`src/rtl/fetch_queue.sv`:
```
// Fetch buffer between the PC stage and decode: one request stage plus a DEPTH-entry FIFO.
// Optional macro FETCH_BYPASS_EN forwards the ROM word straight to decode when the queue is empty.
module fetch_queue #(
  parameter int ADDR_W = 6,
  parameter int INST_W = 32,
  parameter int DEPTH  = 4
) (
  input  logic              clk,
  input  logic              resetIn,
  input  logic              pcResetIn,
  input  logic [ADDR_W-1:0] pcAddrIn,
  input  logic [INST_W-1:0] romDataIn,
  input  logic              flushIn,
  input  logic              readyIn,
  output logic              pcEnableOut,
  output logic              validOut,
  output logic [INST_W-1:0] instOut,
  output logic [ADDR_W-1:0] instAddrOut
);

  localparam int PTR_W = $clog2(DEPTH);

  logic [PTR_W-1:0]  wr_ptr;
  logic [PTR_W-1:0]  rd_ptr;
  logic [PTR_W:0]    count;
  logic              req_valid;
  logic [ADDR_W-1:0] req_addr;
  logic [ADDR_W-1:0] addr_mem [DEPTH];
  logic [INST_W-1:0] inst_mem [DEPTH];

  logic credit;
  logic issue;
  logic bypass;
  logic bypass_take;
  logic push;
  logic pop;

  // Credit counts the in-flight request but not a same-cycle pop, so a push never finds the queue full.
  always_comb begin
    credit      = (count + (PTR_W+1)'(req_valid)) < (PTR_W+1)'(DEPTH);
    pcEnableOut = !resetIn & (flushIn | (!pcResetIn & credit));
    issue       = pcEnableOut & !pcResetIn & !flushIn;
  end

  always_comb begin
`ifdef FETCH_BYPASS_EN
    bypass = (count == '0) & req_valid & !flushIn;
`else
    bypass = 1'b0;
`endif
    bypass_take = bypass & readyIn;
    validOut    = (count != '0) | bypass;
    instOut     = bypass ? romDataIn : inst_mem[rd_ptr];
    instAddrOut = bypass ? req_addr  : addr_mem[rd_ptr];
    push        = req_valid & !flushIn & !resetIn & !bypass_take;
    pop         = (count != '0) & readyIn;
  end

  always_ff @(posedge clk) begin
    if (resetIn || flushIn) begin
      count     <= '0;
      wr_ptr    <= '0;
      rd_ptr    <= '0;
      req_valid <= 1'b0;
    end else begin
      req_valid <= issue;
      if (issue) req_addr <= pcAddrIn;
      if (push)  wr_ptr <= wr_ptr + PTR_W'(1);
      if (pop)   rd_ptr <= rd_ptr + PTR_W'(1);
      case ({push, pop})
        2'b10:   count <= count + (PTR_W+1)'(1);
        2'b01:   count <= count - (PTR_W+1)'(1);
        default: count <= count;
      endcase
    end
  end

  always_ff @(posedge clk) begin
    if (push) begin
      addr_mem[wr_ptr] <= req_addr;
      inst_mem[wr_ptr] <= romDataIn;
    end
  end

endmodule

```
`config.mk`:
```
export PLATFORM = sky130hd
export DESIGN_NAME = fetch_queue
export DESIGN_NICKNAME = d
export VERILOG_FILES = /design/src/rtl/fetch_queue.sv
export SDC_FILE = /design/constraint.sdc
export NUM_CORES = 1
export LEC_CHECK = 0
export BUFFER_PORTS_ARGS = -buffer_cell sky130_fd_sc_hd__buf_2
export CORE_MARGIN = 2
export CORE_UTILIZATION = 45
export CTS_CLUSTER_DIAMETER = 150
export DETAILED_ROUTE_END_ITERATION = 16
export PLACE_DENSITY_LB_ADDON = 0.25
export SLEW_MARGIN = 20
export SYNTH_ARGS = -nofsm -noshare
export SYNTH_HDL_FRONTEND = slang
export SYNTH_SLANG_ARGS = --single-unit
```
`constraint.sdc`:
```
create_clock -name clk -period 2.7 [get_ports clk]
set_clock_uncertainty 0.15 [all_clocks]
set_input_delay 0 -clock clk [delete_from_list [all_inputs] [get_ports clk]]
set_output_delay 0 -clock clk [all_outputs]
set_load 0.005 [all_outputs]
```
== Yosys cells after proc, flatten, opt, wreduce, memory -nomap -nowiden ==
Memories as Yosys holds them, arrays and structs flattened. A register that Yosys moved wholly into a read port is not among the register bits.
Cells that the tools add are included.

* Flip-flop bits (word level): 14
* Memories kept: 2
* Bits in latches: 0
* Bits of input ports: 43
* Memory bits (read-only): 0
* Memory bits (writable): 152

{| class="wikitable"
|+ Memories
! name !! words !! width !! read ports !! clocked after Yosys merged registers in !! write ports !! RTL line !! source
|-
| inst_mem || 4 || 32 || 1 || 1 || 1 || 29 || <nowiki>logic [INST_W-1:0] inst_mem [DEPTH];</nowiki>
|-
| addr_mem || 4 || 6 || 1 || 1 || 1 || 28 || <nowiki>logic [ADDR_W-1:0] addr_mem [DEPTH];</nowiki>
|}

* Divide/modulo/power cells: 0
* Reduce and logical (&&, ||, !) cells: 7
* Shifts and indexed selects: 0
* Eq/ne operators: 2
* Bitwise logic cells: 9
* Add/subtract/negate cells: 5
* Muxes and demuxes: 7
* Magnitude comparators: 1
* $mul: 0

{| class="wikitable"
|+ Operator list
! operator !! count
|-
| 2-bit 2-to-1 mux || 4
|-
| 1-bit bitwise AND || 7
|-
| 3-bit case mux with 2 select lines || 1
|-
| 2-bit by 1-bit adder with 2-bit output (second input constant) || 2
|-
| 3-bit by 1-bit adder with 3-bit output || 1
|-
| 3-bit by 1-bit adder with 3-bit output (second input constant) || 1
|-
| 1-bit zero test || 3
|-
| 3-bit less-than comparator (second input constant) || 1
|-
| 3-bit nonzero test || 1
|-
| 3-bit by 1-bit subtractor with 3-bit output (second input constant) || 1
|-
| 2-bit by 1-bit equality test with 1-bit output (second input constant) || 1
|-
| 2-bit equality test (second input constant) || 1
|-
| 1-bit 2-to-1 mux || 2
|-
| 2-bit AND reduction || 1
|-
| 2-bit nonzero test || 1
|-
| 1-bit logical OR || 1
|-
| 1-bit inverter || 1
|-
| 1-bit bitwise OR || 1
|}

== Logic depth before layout (Yosys ltp) ==
* Depth in word-level cells: 8
* Gate-level depth with buffers: 8
* Mapped depth without buffers: 8

== Least setup slack after synthesis ==
No wires, ideal clock.

* Kind: register to register
* From: reg req_valid
* To: mem addr_mem[0][0], enable pin
* Period minus slack after synthesis: 2.107 ns
* Buffers on the path: 1
* Cell stages (with the launch flop): 3
* Slack: 0.593 ns
* Required time: 2.151 ns
* Arrival time: 1.558 ns
* Cell sequence: dfxtp_1 -> clkbuf_1 -> and3_1

* Word-level cells in the longest chain between the ends: 4

{| class="wikitable"
|+ Ends and longest elaborated chain
! what !! RTL line !! source
|-
| start, declared || 26 || <nowiki>logic req_valid;</nowiki>
|-
| start signal, assigned || 66 || <nowiki>req_valid <= issue;</nowiki>
|-
| 1-bit bitwise AND (2 in a row) || 55 || <nowiki>push = req_valid & !flushIn & !resetIn & !bypass_take;</nowiki>
|-
| 1-bit 2-to-1 mux || 79 || <nowiki>if (push) begin</nowiki>
|-
| 1-bit 2-to-1 mux (not written as such) || 80 || <nowiki>addr_mem[wr_ptr] <= req_addr;</nowiki>
|-
| end, declared || 28 ||
|}

Every way passes these cells.

== Final worst setup path ==
* From: reg count[0]
* To: reg count[2]

* Word-level cells in the longest chain between the ends: 4

{| class="wikitable"
|+ Ends and longest elaborated chain
! what !! RTL line !! source
|-
| start, declared || 25 || <nowiki>logic [PTR_W:0] count;</nowiki>
|-
| start signal, assigned || 71 || <nowiki>2'b10: count <= count + (PTR_W+1)'(1);</nowiki>
|-
| start signal, assigned || 72 || <nowiki>2'b01: count <= count - (PTR_W+1)'(1);</nowiki>
|-
| start signal, assigned || 73 || <nowiki>default: count <= count;</nowiki>
|-
| 3-bit nonzero test (*) || 56 || <nowiki>pop = (count != '0) & readyIn;</nowiki>
|-
| 1-bit bitwise AND (*) || 56 ||
|-
| via pop || 36 || <nowiki>logic pop;</nowiki>
|-
| 2-bit by 1-bit equality test with 1-bit output / 2-bit equality test (equally long branches) || 70 || <nowiki>case ({push, pop})</nowiki>
|-
| 3-bit case mux with 2 select lines / 2-bit nonzero test (equally long branches) || -- ||
|}

The timed path passes the listed nets; every way through them passes the cells marked *.
A chain may end at the register's enable or synchronous reset.

==> impl_metrics.yaml <==
run_status:
  status: "completed"
critical_path:
  critPathCaptureType: "flip-flop"
  arrival_ps: 2360
  reg2reg_depth: 7
  critical-path-slowest-cell: "dfxtp_1"
  cp-start-kind: "flip-flop"
  criticalPathCategory: "flip-flop to flip-flop"
  critPathMaxFanout: 7
  crit_path_cell_trace: "o31a_1 > ha_1 > inv_1 > fa_1 > xor2_1 > or3_1 > a21oi_1"
  crit_path_max_incr_delay_ps: 440
  crit_required_ps: 2900
timing:
  setup_violations: 0
  fin_ws_ps: 542
  slew_headroom_pct: 61.6
  rsz0062_at_grt: "false"
  tightest_slew_ps: 576
  period_needed_ps: 2160
  maxSlewViolCount: 0
  max_freq_mhz: 463
  fin_setup_tns_ps: 0
  post-route-period-util_pct: 79.9
  final-hold-violation-count: 0
clock_network:
  clk-insertion-delay-late_ps: 430
  cts_root_buf: "clkbuf_16"
  htree_levels: 4
  cts_resized: 0
  cts.clk_slew.worst_paths_ps: 60
  cts_tree: "done"
  clockBufferDepth: 2
  cts_sinks: 168
  postCtsSetupRepairBufs: 0
  numCtsBuffers: 17
  hold_buffers: 44
finish:
  finalInstanceArea_um2: 7870
  nNetsFinal: 454
  postLayoutCoreUtil_pct: 59.0
  layout-drive-gt1-share_pct: 40.2
  areaGrowthSynthToFinish_pct: 27.1
  antenna_cells: 0
placed_design:
  pre_cts_slack_ps: 594
  dp_hpwl_um: 6360
  gp_congestion: 0.699
  port_buffers: 82
  dpl_cell_area_um2: 6860
synth:
  yosys_warnings: 0
  synth.area.top_cells: "edfxtp_1 (77%), mux4_2 (14%), dfxtp_1 (3.2%)"
  synthCells: 262
  avgSynthCellArea_um2: 23.6
  ys_ff_latch: 168
  ys_seq_area_share_pct: 79.8
  syn_nets: 311
  synth_top_area_cell: "edfxtp_1"
  synthDominantCellAreaShare_pct: 76.6
  ys_types: 26
  synthesis.area_um2: 6190
global_routing:
  antenna_found_initial: 0
  overflow: 0
  grt_util_all_layers_pct: 15.7
  first_global_vias: 3145
  grt_pass1_wl_um: 16700
  grt_max_degree: 26
power:
  power_density_nw_per_um2: 669
  p_seq_share_pct: 54.4
  p_switching_mw: 1.01
  pwr-share-clk_pct: 43.0
  combPwrFrac_pct: 2.6
  vdd_drop_max_uv: 317
  sw_frac_of_total_pct: 19.3
  cell_internal_pwr_mw: 4.25
  p_leak_nw: 2.67
detailed_routing:
  route.detailed.drc: 0
  wl_um: 10700
  firstDrtPassIters: 4
  drt.antenna.violating_nets: 0
  routedWlPerCell_um: 17.9
  routed_via_density: 5.10
  drtIter0Drc: 118
  vias: 3030
floorplanning:
  rows: 42
  coreArea_um2: 13300
  io_pins: 83
  die_w_um: 121
  dieArea_um2: 14700
  initial_core_util_pct: 46.4
  fp.dieH_um: 121
worst_hold_path:
  hold_class: "input pin to flip-flop"
  hold_depth: 2
flow_run:
  maxCapViolCount: 0
[worst max-delay path: cells and delay by family (launching register included)]
| kind | cells | cell delay [ps] |
|---|---|---|
| fa+ha+maj | 2 | 590 |
| flops | 1 | 440 |
| compound gates | 2 | 350 |
| simple gates | 1 | 320 |
| xor+xnor | 1 | 160 |
| buf+inv | 1 | 70 |
[cell usage after synthesis, drive strengths merged]
cell,instances
a31o,1
or3,2
edfxtp,158
fa,1
nor2,11
o21ai,1
xor2,3
and3,4
mux4,38
clkbuf,3
xnor2,2
o311ai,1
a21o,1
o31a,1
a21oi,3
dfxtp,10
buf,7
nand4,1
or2,1
inv,6
mux2i,1
nand2,1
ha,5
[registers in the layout, indices dropped and copies added, names as in the netlist, named ones only]
| signal | flops |
|---|---|
| req_addr | 6 |
| addr_mem | 24 |
| rd_ptr | 2 |
| count | 3 |
| req_valid | 1 |
| inst_mem | 128 |
| wr_ptr | 2 |
[metrics by stage]
step                power [mW]  cells  hold slack (ps)
floorplan                 2.94    262             -122
global placement          3.00    518             32.3
detailed placement        3.01    518             28.1
CTS                       5.32    594              112
global route              5.42    594              123
finish                    5.27    594              128
[cell families after synthesis]
logic type	share of synthesized area, %
muxes	14.0
adders and majority gates	1.33
DFF	79.8
xor gates and xnor gates	0.707
buffers and inverters	1.74
AOI/OAI and AO/OA	0.869
and+or+nand+nor	1.54
[path summary, 6_finish.rpt]
check | endpoint | from | slack (ps)
max reg2reg | count[2] | count[0] | 540
min | req_addr[1] | pcAddrIn[1] | 130
min reg2reg | addr_mem[1][0] | req_addr[0] | 350
max | count[2] | count[0] | 540
[metal layers]
layer	routed length, µm	vias to the layer above	track usage [%]
li1	-	1376	-
met1	4610	1557	20.1
met2	5360	80	25.1
met3	504	17	4.51
met4	182	0	6.90
met5	0	-	0
[power by group through the flow]
stage          Combinational [mW]  Sequential [mW]  Clock (mW)
3_5_place_dp               0.0854             2.92           0
3_3_place_gp               0.0805             2.92           0
2_1_floorplan              0.0243             2.92           0
5_1_grt                     0.149             2.87        2.41
4_1_cts                     0.136             2.87        2.32
6_report                    0.135             2.87        2.27
[layout by cell type, fill, tap and decap left out, types with 2 or more instances in the layout]
master / Yosys / routed
xor2_1: 3 / 3
and3_2: 0 / 4
clkinv_4: 0 / 3
buf_4: 1 / 4
inv_4: 0 / 3
mux4_2: 38 / 38
dlygate4sd3_1: 0 / 44
clkinv_2: 0 / 3
or3_1: 2 / 2
a21oi_1: 3 / 3
nor2_1: 11 / 11
dfxtp_1: 10 / 8
ha_1: 5 / 5
buf_12: 2 / 4
edfxtp_1: 158 / 158
inv_6: 0 / 2
inv_1: 6 / 6
xnor2_1: 2 / 2
clkbuf_16: 0 / 19
buf_2: 3 / 82
[layout make-up]
cell class	instances	area, µm²
timing repair buffer	134	961
fill	1019	5470
clock buffer	20	489
multi-input combinational	78	1150
inverter	6	22.5
clock inverter	12	85.1
tap	176	220
sequential	168	4950
No activity file was read; power rests on OpenSTA's default activity.
